==> src/rtl/verbus_arbiter.sv <==
// Two-requester Verbus arbiter, round-robin or fixed priority.
// Define VERBUS_ARB_TIMEOUT_EN to add the subordinate watchdog.
module verbus_arbiter #(
  parameter int ROUND_ROBIN    = 1,
  parameter int TIMEOUT_CYCLES = 255
) (
  input  logic        clk,
  input  logic        reset,
  input  logic        m0_valid,
  output logic        m0_ready,
  input  logic [31:0] m0_address,
  input  logic [3:0]  m0_wstrobe,
  input  logic [31:0] m0_wdata,
  output logic [31:0] m0_rdata,
  input  logic        m1_valid,
  output logic        m1_ready,
  input  logic [31:0] m1_address,
  input  logic [3:0]  m1_wstrobe,
  input  logic [31:0] m1_wdata,
  output logic [31:0] m1_rdata,
  output logic        s_valid,
  input  logic        s_ready,
  output logic [31:0] s_address,
  output logic [3:0]  s_wstrobe,
  output logic [31:0] s_wdata,
  input  logic [31:0] s_rdata,
  output logic [1:0]  grant,
  output logic        timeout_error
);

  typedef enum logic [1:0] {
    IDLE   = 2'd0,
    GRANT0 = 2'd1,
    GRANT1 = 2'd2
  } state_t;

  state_t state_q, state_d;
  logic   last_q, last_d;
  logic   to_hit;

`ifdef VERBUS_ARB_TIMEOUT_EN
  localparam logic [15:0] WAIT_LIM = 16'(TIMEOUT_CYCLES - 1);

  logic [15:0] wait_q, wait_d;
  logic        terr_q, terr_d;

  always_comb begin
    wait_d = wait_q;
    terr_d = terr_q;
    to_hit = (state_q != IDLE) && !s_ready
             && (wait_q == WAIT_LIM);
    if (state_q == IDLE) begin
      wait_d = '0;
    end else if (!s_ready) begin
      wait_d = wait_q + 16'd1;
    end
    if (to_hit) begin
      terr_d = 1'b1;
    end
  end

  always_ff @(posedge clk or posedge reset) begin
    if (reset) begin
      wait_q <= '0;
      terr_q <= 1'b0;
    end else begin
      wait_q <= wait_d;
      terr_q <= terr_d;
    end
  end

  assign timeout_error = terr_q;
`else
  localparam int unused_timeout = TIMEOUT_CYCLES;

  assign to_hit        = 1'b0;
  assign timeout_error = 1'b0;
`endif

  // last_q = 1 means m1 won the previous arbitration
  always_comb begin
    state_d = state_q;
    last_d  = last_q;
    unique case (state_q)
      IDLE: begin
        if (m0_valid && m1_valid) begin
          if ((ROUND_ROBIN != 0) && !last_q) begin
            state_d = GRANT1;
          end else begin
            state_d = GRANT0;
          end
        end else if (m0_valid) begin
          state_d = GRANT0;
        end else if (m1_valid) begin
          state_d = GRANT1;
        end
        if (state_d == GRANT0) begin
          last_d = 1'b0;
        end else if (state_d == GRANT1) begin
          last_d = 1'b1;
        end
      end
      GRANT0, GRANT1: begin
        if (s_ready || to_hit) begin
          state_d = IDLE;
        end
      end
      default: state_d = IDLE;
    endcase
  end

  always_ff @(posedge clk or posedge reset) begin
    if (reset) begin
      state_q <= IDLE;
      last_q  <= 1'b1;
    end else begin
      state_q <= state_d;
      last_q  <= last_d;
    end
  end

  always_comb begin
    grant     = 2'b00;
    s_valid   = 1'b0;
    s_address = '0;
    s_wstrobe = '0;
    s_wdata   = '0;
    m0_ready  = 1'b0;
    m0_rdata  = '0;
    m1_ready  = 1'b0;
    m1_rdata  = '0;
    unique case (state_q)
      GRANT0: begin
        grant     = 2'b01;
        s_valid   = m0_valid;
        s_address = m0_address;
        s_wstrobe = m0_wstrobe;
        s_wdata   = m0_wdata;
        m0_ready  = s_ready | to_hit;
        m0_rdata  = to_hit ? 32'hDEAD_BEEF : s_rdata;
      end
      GRANT1: begin
        grant     = 2'b10;
        s_valid   = m1_valid;
        s_address = m1_address;
        s_wstrobe = m1_wstrobe;
        s_wdata   = m1_wdata;
        m1_ready  = s_ready | to_hit;
        m1_rdata  = to_hit ? 32'hDEAD_BEEF : s_rdata;
      end
      default: ;
    endcase
  end

endmodule
==> config.mk <==
export PLATFORM = sky130hd
export DESIGN_NAME = verbus_arbiter
export DESIGN_NICKNAME = d
export VERILOG_FILES = /design/src/rtl/verbus_arbiter.sv
export SDC_FILE = /design/constraint.sdc
export NUM_CORES = 1
export LEC_CHECK = 0
export CAP_MARGIN = 10
export CORE_AREA = 5 5 117 119
export CTS_CLUSTER_DIAMETER = 200
export DETAILED_ROUTE_END_ITERATION = 12
export DIE_AREA = 0 0 122 124
export PLACE_DENSITY_LB_ADDON = 0.2
export SETUP_SLACK_MARGIN = 0.4
export SYNTH_ARGS = -nofsm -noshare
export SYNTH_HDL_FRONTEND = slang
export SYNTH_SLANG_ARGS = --single-unit
==> constraint.sdc <==
create_clock -name clk -period 2.2 [get_ports clk]
set_input_delay 0.44 -clock clk [delete_from_list [all_inputs] [get_ports clk]]
set_output_delay 0.44 -clock clk [all_outputs]
set_load 0.01 [all_outputs]
==> metrics.md <==
| Metric | Value |
|---|---|
| Power Density | roughly 1100 nW/um2 |
| Status | completed |
| Routability cong. | between 0.7 and 0.8 |
| Post-layout instance area | 6042 um2 |
| Critical Path Max Stage Delay | about 0.39 ns |
| Pint | ~3800 uW |
| Seq cells post-synth | 3 |
| Final Hold Slack | 0.3887 ns |
| Post-synthesis sequential area ratio | 4.685% |
| Fin crit share | between 90 and 100% |
| DR iter-0 viols | around 120 |
| Die ar. | around 15,000 um2 |
| Routed vias | 3,404 |
| Clock Skew | approximately 0.0033 ns |
| WP data required | 1.76 ns |
| Initial antenna violation count | 0 |
| Max clock buf depth | 2 |
| Synth cell count leaders | a22oi_1 (69), nor2_1 (69), and2_1 (66) |
| Max IR drop VDD | 0.5403 mV |
| Global-route wire length before repair | about 18,000 um |
| Cell area after synthesis | roughly 1600 um2 |
| Post-Syn Instances | approximately 260 |
| Ys async rst share | 100.0% |
| Clk slew on worst S/H paths | roughly 0.030 ns |
| Final Hold Vio Count | 0 |
| Reg power frac | approximately 1.6% |
| Area Growth Syn to Fin | 270.9% |
| Dpl cell area | 4947 um2 |
| GRT overflow | 0 |
| Number of flops mapped to enable cells by yosys | 0 |
| RSZ-0062 raised after global routing | yes |
| Row count | 41 |
| Initial core utilization | between 10% and 20% |
| CTS tree | built |
| CP max-delay cell | dfrtp_1 |
| Post-DP HPWL | 10,040 um |
| DR WL/cell | ~20 um |
| Final worst path period need | around 2.2 ns |
| Top cells by area, synth | a22oi_1 (32%), and2_1 (25%), nor2_1 (16%) |
| Warnings from Yosys | 0 |
| Avg Inst Size Synth | between 6 and 7 um2 |
| Crit Path Category | reg2out |
| Vias in the first global route | roughly 3,200 |
| Final setup viols | 0 |
| Critical path cell sequence | buf_4 -> ha_4 -> buf_4 -> bufbuf_16 -> a22oi_1 -> nor2_1 -> buf_2 |
| Sink Count | 3 |
| R2r setup slk | 0.47 ns |
| NetSw | between 3000 and 4000 uW |
| Sequential cell area | about 76 um2 |
| Combinational fraction of design power | about 94% |
| Share of layout cells above drive strength 1 | about 54% |
| Fmax | 457.5 MHz |
| Crit. End Element | output pin |
| Die Span X | between 100 and 150 um |
| Core ar. | roughly 12,000 um2 |
| Max-Cap Viols | 0 |
| TritonRoute pass-1 iters | 4 |
| DIE HEIGHT | 124 um |
| Routed WL | roughly 15,000 um |
| Nets | between 700 and 800 |
| Cell taking the most area after synthesis | a22oi_1 |
| Min-Delay Path Class | in2async |
| Area of the multi-input gates | about 1900 um2 |
| Final worst setup slack | approximately 0.014 ns |
| Fillcell total | around 1,200 |
| Clk pwr share | roughly 4.3% |
| Port Buf Inserts | 309 |
| Synth top area share | around a third |
| Syn Nets | ~440 |
| Total power | slightly below 7000 uW |
| Routed Antenna Nets | 0 |
| Ant diodes | 0 |
| CTS Root Cell | clkbuf_16 |
| Largest net degree at the start of global routing | 47 |
| Vias per cell | 4.353 |
| Cell mode on critical path | buf_4 |
| Sw frac | between 40% and 50% |
| H-tree levels | 1 |
| Clk_lat worst skew | 0.23 ns |
| Hold Buf Count CTS | 0 |
| DRC | 0 |
| Worst r2r path cells | 9 |
| Number of CTS-inserted buffers | 3 |
| Top Ports | between 300 and 400 |
| Synth cell types | 21 |
| Fin. max-slew vios | 0 |
| LEAKAGE | 0.002597 uW |
| Top FF cell, synth | dfrtp_1 |
| Arr. time, crit path | ~1.8 ns |
| R2r startpoint | state_q[0]$_DFFE_PP0P_ |
| Reg2reg end | state_q[0]$_DFFE_PP0P_ |
| Worst Path Max Fanout | 10 |
| GR Util All Layers | between 15 and 20% |
| Crit path launch type | flip-flop |
| Place WS | -0.04634 ns |
[critical path: cells and delay by family, from the launching register on]
family,cells,cell delay (ns)
AOI/OAI and AO/OA,1,0.17
adders and majority gates,1,0.18
buffers and inverters,4,0.71
DFF,1,0.39
and+or+nand+nor,1,0.06
[how the worst max path moves through the flow]
stage | from | cells past startpoint | slack [ns] | to
after floorplan | state_q[0]$_DFFE_PP0P_ | 6 | 0.45 | s_address[10]
after global placement | state_q[1]$_DFFE_PP0P_ | 6 | -0.01 | s_address[9]
after detailed placement | state_q[0]$_DFFE_PP0P_ | 6 | -0.05 | s_address[1]
after CTS | state_q[0]$_DFFE_PP0P_ | 8 | -0.06 | s_valid
after global routing | state_q[0]$_DFFE_PP0P_ | 7 | -0.04 | s_address[28]
final | state_q[0]$_DFFE_PP0P_ | 7 | 0.01 | s_address[28]
[sequential cells by signal, summed over array words and instances (netlist names)]
signal	cells
last_q	1
state_q	2
[routing by layer]
metal | track usage [%] | wire length (um) | vias up
met4 | 3.501 | 281 | 0
met5 | 0 | 0 | -
met1 | 16.31 | 5443 | 1598
li1 | - | - | 1607
met3 | 4.178 | 1227 | 20
met2 | 29.14 | 8468 | 179
[layout by cell type, fill, tap and decap left out, types with 2 or more instances in the layout]
cell type / synthesis / final
ha_1: 6 / 3
o21a_1: 2 / 2
buf_6: 3 / 60
nor2_2: 0 / 34
dfrtp_1: 2 / 2
buf_4: 9 / 18
a22oi_2: 0 / 38
inv_1: 5 / 3
buf_12: 0 / 11
nor2_4: 0 / 20
ha_4: 0 / 3
dlymetal6s2s_1: 0 / 2
clkbuf_2: 6 / 21
clkbuf_16: 0 / 14
buf_8: 0 / 7
buf_2: 7 / 64
inv_2: 1 / 2
nor2_1: 69 / 15
nand2_1: 3 / 3
and2_1: 66 / 40
o22ai_1: 2 / 2
clkdlybuf4s50_1: 0 / 171
a22oi_1: 69 / 31
a21oi_1: 2 / 2
and2_4: 0 / 26
buf_16: 0 / 5
[per-stage QoR]
| stage | std cells | setup TNS (ns) | utilization (%) |
|---|---|---|---|
| final | 782 | 0 | 48.47 |
| after global routing | 782 | -0.1296 | 48.47 |
| after CTS | 752 | -1.223 | 41.05 |
| after detailed placement | 732 | -0.3569 | 39.69 |
| after global placement | 732 | -0.01633 | 39.69 |
| after floorplan | 264 | 0 | - |
[power by group through the flow]
stage               Combinational (uW)  Sequential, uW  Clock (uW)
finish                            6470             107         293
global route                      6850             111         304
CTS                               4570             106         301
detailed placement                3890             104           0
global placement                  3880             103           0
floorplan                         1840             104           0
[cell families after synthesis]
family	synth area share, %
other	0.2302
adders and majority gates	4.608
DFF	4.686
buffers and inverters	12.75
AOI/OAI and AO/OA	35.02
and+or+nand+nor	42.70
[repair_timing]
item / in CTS / in global routing
gates cloned: 6 / 17
resized for setup: 375 / 354
buffers inserted: 10 / 13
pin swaps: 5 / 27
setup endpoints to repair: 137 / 139
[final cells by class]
class	count	share of cell area (%)
Timing Repair Buffer	372	62.10
Multi-Input combinational cell	225	31.19
Tap cell	172	3.562
Clock buffer	4	1.305
Sequential cell	3	1.263
Inverter	6	0.5798
(Power assumes the default switching activity.)
